$ cat config.mk
export PLATFORM = sky130hd
export DESIGN_NAME = ros2rapper_tx_scheduler
export DESIGN_NICKNAME = d
export VERILOG_FILES = /design/src/rtl/ros2rapper_tx_scheduler.sv
export SDC_FILE = /design/constraint.sdc
export NUM_CORES = 1
export LEC_CHECK = 0
export BUFFER_PORTS_ARGS = -buffer_cell sky130_fd_sc_hd__buf_4
export CORE_UTILIZATION = 30
export CTS_CLUSTER_DIAMETER = 80
export DETAILED_ROUTE_END_ITERATION = 12
export GPL_ROUTABILITY_DRIVEN = 0
export GPL_TIMING_DRIVEN = 0
export PLACE_DENSITY = 0.45
export SYNTH_ARGS = -nofsm -noshare
export SYNTH_HDL_FRONTEND = slang
export SYNTH_SLANG_ARGS = --single-unit
$ cat constraint.sdc
create_clock -name i_clk -period 6.35 [get_ports i_clk]
set_clock_uncertainty 0.1 [all_clocks]
set_input_delay 0 -clock i_clk [delete_from_list [all_inputs] [get_ports i_clk]]
set_output_delay 0 -clock i_clk [all_outputs]
set_load 0.01 [all_outputs]
$ cat src/rtl/ros2rapper_tx_scheduler.sv
// rtl/ros2rapper_tx_scheduler.sv - round-robin TX kind scheduler with req/ack/done handshake
// Grants one elapsed message kind at a time to the packet generator and re-arms its counters.
module ros2rapper_tx_scheduler #(
  parameter logic [7:0] KIND_MASK  = 8'hFF,
  parameter int         TX_TIMEOUT = 4096
) (
  input  logic       i_clk,
  input  logic       i_rst_n,
  input  logic       i_enable,
  input  logic       i_sedp_en,
  input  logic       i_app_wr_req,
  input  logic       i_cnt_interval_elapsed,
  input  logic [7:0] i_cnt_elapsed,
  output logic       o_cnt_interval_set,
  output logic [7:0] o_cnt_set,
  output logic       o_tx_req,
  output logic [2:0] o_tx_kind,
  input  logic       i_tx_ack,
  input  logic       i_tx_done,
  output logic       o_tx_timeout,
  output logic       o_busy
);

  localparam int CW = $clog2(TX_TIMEOUT + 1);
  localparam logic [CW-1:0] TMO_LAST = CW'(TX_TIMEOUT - 1);

  localparam logic [1:0] ST_IDLE   = 2'd0;
  localparam logic [1:0] ST_REQ    = 2'd1;
  localparam logic [1:0] ST_WAIT   = 2'd2;
  localparam logic [1:0] ST_FINISH = 2'd3;

  logic [1:0]    state_q, state_d;
  logic [2:0]    kind_q, kind_d;
  logic [2:0]    ptr_q, ptr_d;
  logic [CW-1:0] tmo_q, tmo_d;
  logic          req_q, req_d;
  logic [7:0]    set_q, set_d;
  logic          iset_q, iset_d;
  logic          tout_q, tout_d;
  logic          busy_q, busy_d;

  logic [7:0] elig;
  logic       grant_vld;
  logic [2:0] grant_kind;
  logic [2:0] idx;
  logic       finish_now;
  logic       finish_tmo;

  // Kind 0 (SPDP) needs no discovery; SEDP kinds need a remote participant; APP needs pending data.
  assign elig = i_cnt_elapsed & KIND_MASK & {i_app_wr_req, {6{i_sedp_en}}, 1'b1};

  // Scan downward in offset so the closest eligible kind at or above ptr wins.
  always_comb begin
    grant_vld  = 1'b0;
    grant_kind = ptr_q;
    idx        = ptr_q;
    for (int i = 7; i >= 0; i--) begin
      idx = ptr_q + 3'(i);
      if (elig[idx]) begin
        grant_vld  = 1'b1;
        grant_kind = idx;
      end
    end
  end

  always_comb begin
    state_d    = state_q;
    kind_d     = kind_q;
    ptr_d      = ptr_q;
    tmo_d      = tmo_q;
    req_d      = req_q;
    set_d      = 8'h00;
    iset_d     = 1'b0;
    tout_d     = 1'b0;
    finish_now = 1'b0;
    finish_tmo = 1'b0;

    case (state_q)
      ST_IDLE: begin
        if (i_enable && i_cnt_interval_elapsed && grant_vld) begin
          state_d = ST_REQ;
          kind_d  = grant_kind;
          req_d   = 1'b1;
          tmo_d   = '0;
        end
      end
      ST_REQ: begin
        if (i_tx_ack && i_tx_done) begin
          finish_now = 1'b1;
        end else if (tmo_q == TMO_LAST) begin
          finish_now = 1'b1;
          finish_tmo = 1'b1;
        end else begin
          tmo_d = tmo_q + CW'(1);
          if (i_tx_ack) begin
            req_d   = 1'b0;
            state_d = ST_WAIT;
          end
        end
      end
      ST_WAIT: begin
        if (i_tx_done) begin
          finish_now = 1'b1;
        end else if (tmo_q == TMO_LAST) begin
          finish_now = 1'b1;
          finish_tmo = 1'b1;
        end else begin
          tmo_d = tmo_q + CW'(1);
        end
      end
      default: begin
        state_d = ST_IDLE;
      end
    endcase

    // Set pulses are registered on entry so they are visible exactly during FINISH.
    if (finish_now) begin
      state_d = ST_FINISH;
      req_d   = 1'b0;
      set_d   = 8'h01 << kind_q;
      iset_d  = 1'b1;
      tout_d  = finish_tmo;
      ptr_d   = kind_q + 3'd1;
    end

    busy_d = (state_d != ST_IDLE);
  end

  always_ff @(posedge i_clk or negedge i_rst_n) begin
    if (!i_rst_n) begin
      state_q <= ST_IDLE;
      kind_q  <= 3'd0;
      ptr_q   <= 3'd0;
      tmo_q   <= '0;
      req_q   <= 1'b0;
      set_q   <= 8'h00;
      iset_q  <= 1'b0;
      tout_q  <= 1'b0;
      busy_q  <= 1'b0;
    end else begin
      state_q <= state_d;
      kind_q  <= kind_d;
      ptr_q   <= ptr_d;
      tmo_q   <= tmo_d;
      req_q   <= req_d;
      set_q   <= set_d;
      iset_q  <= iset_d;
      tout_q  <= tout_d;
      busy_q  <= busy_d;
    end
  end

  assign o_tx_req           = req_q;
  assign o_tx_kind          = kind_q;
  assign o_cnt_set          = set_q;
  assign o_cnt_interval_set = iset_q;
  assign o_tx_timeout       = tout_q;
  assign o_busy             = busy_q;

endmodule
==> metrics.cfg <==
[power]
p_per_area_nw_per_um2 = 492
p_leak_nw = 1.40
total_power_mw = 1.57
ir_worst_vdd_v = 0.000150

[global_route]
antenna_found_initial = 0
grt_pass1_vias = 2467
grt_pass1_wl_um = 12600
grt_max_degree = 34
grt_use_total_pct = 16.5
overflow = 0

[setup_path]
worstReg2RegStart = ptr_q[0]
worstSetupEndpointType = register
cp_max_fo = 10
crit_type = register to register
worstRegToRegCells = 10
cp-startpoint = ptr_q[0]
required_ns = 6.45
r2r_slack_ns = 2.28
critPathArrivalTime_ns = 4.18
start_kind = register

[cells_and_area]
final_cell_mix = 33 x dfrtp_1, 30 x inv_1, 30 x buf_4
fin_nets = 385
n_antenna_cell = 0
finalNonFillerCells = 464
drive_above_1_share_pct = 18.3
final_common_cell = dfrtp_1
fin_util_pct = 36.6
fillers = 904
areaGrowthSynthToFinish_pct = 17.9

[detailed_routing]
routed_wirelength_um = 7520
vias_per_cell = 5.54
drc = 0
wl_per_cell_um = 16.2
ant_nets = 0
dr.pass1.iters = 4
drtIter0Drc = 94
vias = 2570

[place]
io_buffers = 29
dp_cells = 453
dp_hpwl_um = 5690

[synth]
syn_avg_cell_area_um2 = 8.57
synthAdderAreaFrac_pct = 6.47
synth_top_family_by_area = compound AO/OA/AOI/OAI gates
synthMuxAreaShare_pct = 5.78
ys_seq_area_share_pct = 30.5
synthesis.area_um2 = 2710
async_flop_share_pct = 100
synth_simple_gate_area_share_pct = 20.5
synth_flop_cell = dfrtp_1
syn_nets = 346
synthCells = 316
synth_edf_count = 0
synth_seq_cells = 33
synth.distinct_cells = 67
yosysWarningCount = 0
synth_xor_area_share_pct = 0.647
synth_compound_area_share_pct = 29.2

[clock_network]
cts_tree = done
cts_root_buf = clkbuf_8
clk_pin_slew_ns = 0.07
htreeDepth = 2
hold_buffers = 3
cts_sinks = 33
insertion_delay_ns = 0.28
clockBufferDepth = 2
cts_resized = 0
post_cts_buffers = 0
numCtsBuffers = 5

[timing]
holdWs_ns = 0.0760
slew_headroom_pct = 47.7
fin_crit_sh_pct = 64.1
rsz0062_at_grt = no
hold_viol_final = 0
period_needed_ns = 4.07
fmax_mhz = 246
maxSlewViolCount = 0
worst_slew_pin_slew_ns = 0.776
setup_violations = 0
finalSetupTns_ns = 0

[floorplanning]
io_pins = 31
die_w_um = 97
rows = 34
die_height_um = 97
core_um2 = 8720
start_util_pct = 31.0
dieArea_um2 = 9410

[hold_path]
min_path_cells = 3
hp-start = i_enable
hold_class = primary input to register

[status]
status = completed

[run]
drv_cap = 0

-- metrics by stage --
step                      worst slack (ns)  cell area, µm²
after floorplan                       3.00            2710
after global placement                2.24            3060
after detailed placement              2.31            3060
after CTS                             2.25            3190
after global routing                  1.97            3190
final                                 2.28            3190
-- synth_stat cells, types with 3 or more instances --
| cell type | n | area, µm² |
|---|---|---|
| mux2_2 | 3 | 33.8 |
| mux2i_1 | 4 | 40.0 |
| a31o_2 | 3 | 26.3 |
| nor2_1 | 22 | 82.6 |
| nand2_1 | 21 | 78.8 |
| o21ai_0 | 22 | 110 |
| nand2b_1 | 5 | 31.3 |
| ha_1 | 14 | 175 |
| nand4_1 | 3 | 18.8 |
| o2bb2ai_1 | 9 | 78.8 |
| and2_1 | 6 | 37.5 |
| a221oi_1 | 10 | 87.6 |
| mux4_2 | 3 | 67.6 |
| nor3_1 | 9 | 45.0 |
| a2111oi_0 | 3 | 26.3 |
| and3_1 | 9 | 56.3 |
| a21o_1 | 6 | 45.0 |
| clkbuf_1 | 9 | 33.8 |
| o31ai_1 | 3 | 22.5 |
| or3_1 | 3 | 18.8 |
| or4_1 | 3 | 22.5 |
| a21oi_1 | 11 | 55.1 |
| a211oi_1 | 3 | 22.5 |
| dfrtp_1 | 33 | 826 |
| nand3_1 | 11 | 55.1 |
| buf_2 | 4 | 20.0 |
| inv_1 | 30 | 113 |
| o211ai_1 | 4 | 30.0 |
-- kinds of logic (layout without fill, tap and decap cells) --
logic type | after synthesis | count (layout)
buf+inv | 46 | 86
mux | 11 | 11
simple gates | 106 | 106
fa+ha+maj | 14 | 14
compound gates | 104 | 104
flops | 33 | 33
xor+xnor | 2 | 2
-- final cells by class --
cell class / instances / area [µm²] / area share (%)
plain buffers: 16 / 76.3 / 2.39
flip-flops and latches: 33 / 826 / 25.9
inverters: 30 / 113 / 3.53
clock inverters: 1 / 5.00 / 0.157
clock buffers: 7 / 96.3 / 3.02
repair buffers: 32 / 248 / 7.76
well taps: 108 / 135 / 4.23
multi-input cells: 237 / 1690 / 53.0
-- report_power, final --
group / internal [mW] / switching, mW
Combinational: 0.434 / 0.655
Clock: 0.0980 / 0.0781
Sequential: 0.257 / 0.0484
-- final timing paths --
kind / to
worst max-delay path: tmo_q[3]
worst min-delay path: o_tx_req
worst max register to register: tmo_q[3]
worst min register to register: tmo_q[12]
max in group asynchronous: tmo_q[2]
min in group asynchronous: o_cnt_set[4]
-- worst max-delay path: stages, from the launching register on --
cell and delay (ns):
dfrtp_1 0.49, buf_4 0.22, clkbuf_1 0.35, inv_1 0.16, ha_1 0.30, xor2_1 0.49
mux4_2 0.65, nand4_1 0.25, o211ai_4 0.15, a211oi_2 0.63, o2bb2ai_1 0.19
-- registers in the layout, indices dropped and copies added, names as in the netlist --
name                count
tmo_q                  13
o_cnt_set               8
o_tx_kind               3
ptr_q                   3
state_q                 2
o_busy                  1
o_cnt_interval_set      1
o_tx_req                1
o_tx_timeout            1
-- routing by layer --
metal  share of wire [%]  vias to the layer above  global-route usage (%)
li1                    -                     1256                       -
met1                  49                     1252                    23.7
met2                  46                       55                    25.4
met3                 4.4                        7                    2.53
met4                 1.1                        0                    4.82
met5                   0                        -                       0
No activity file was read; power rests on OpenSTA's default activity.
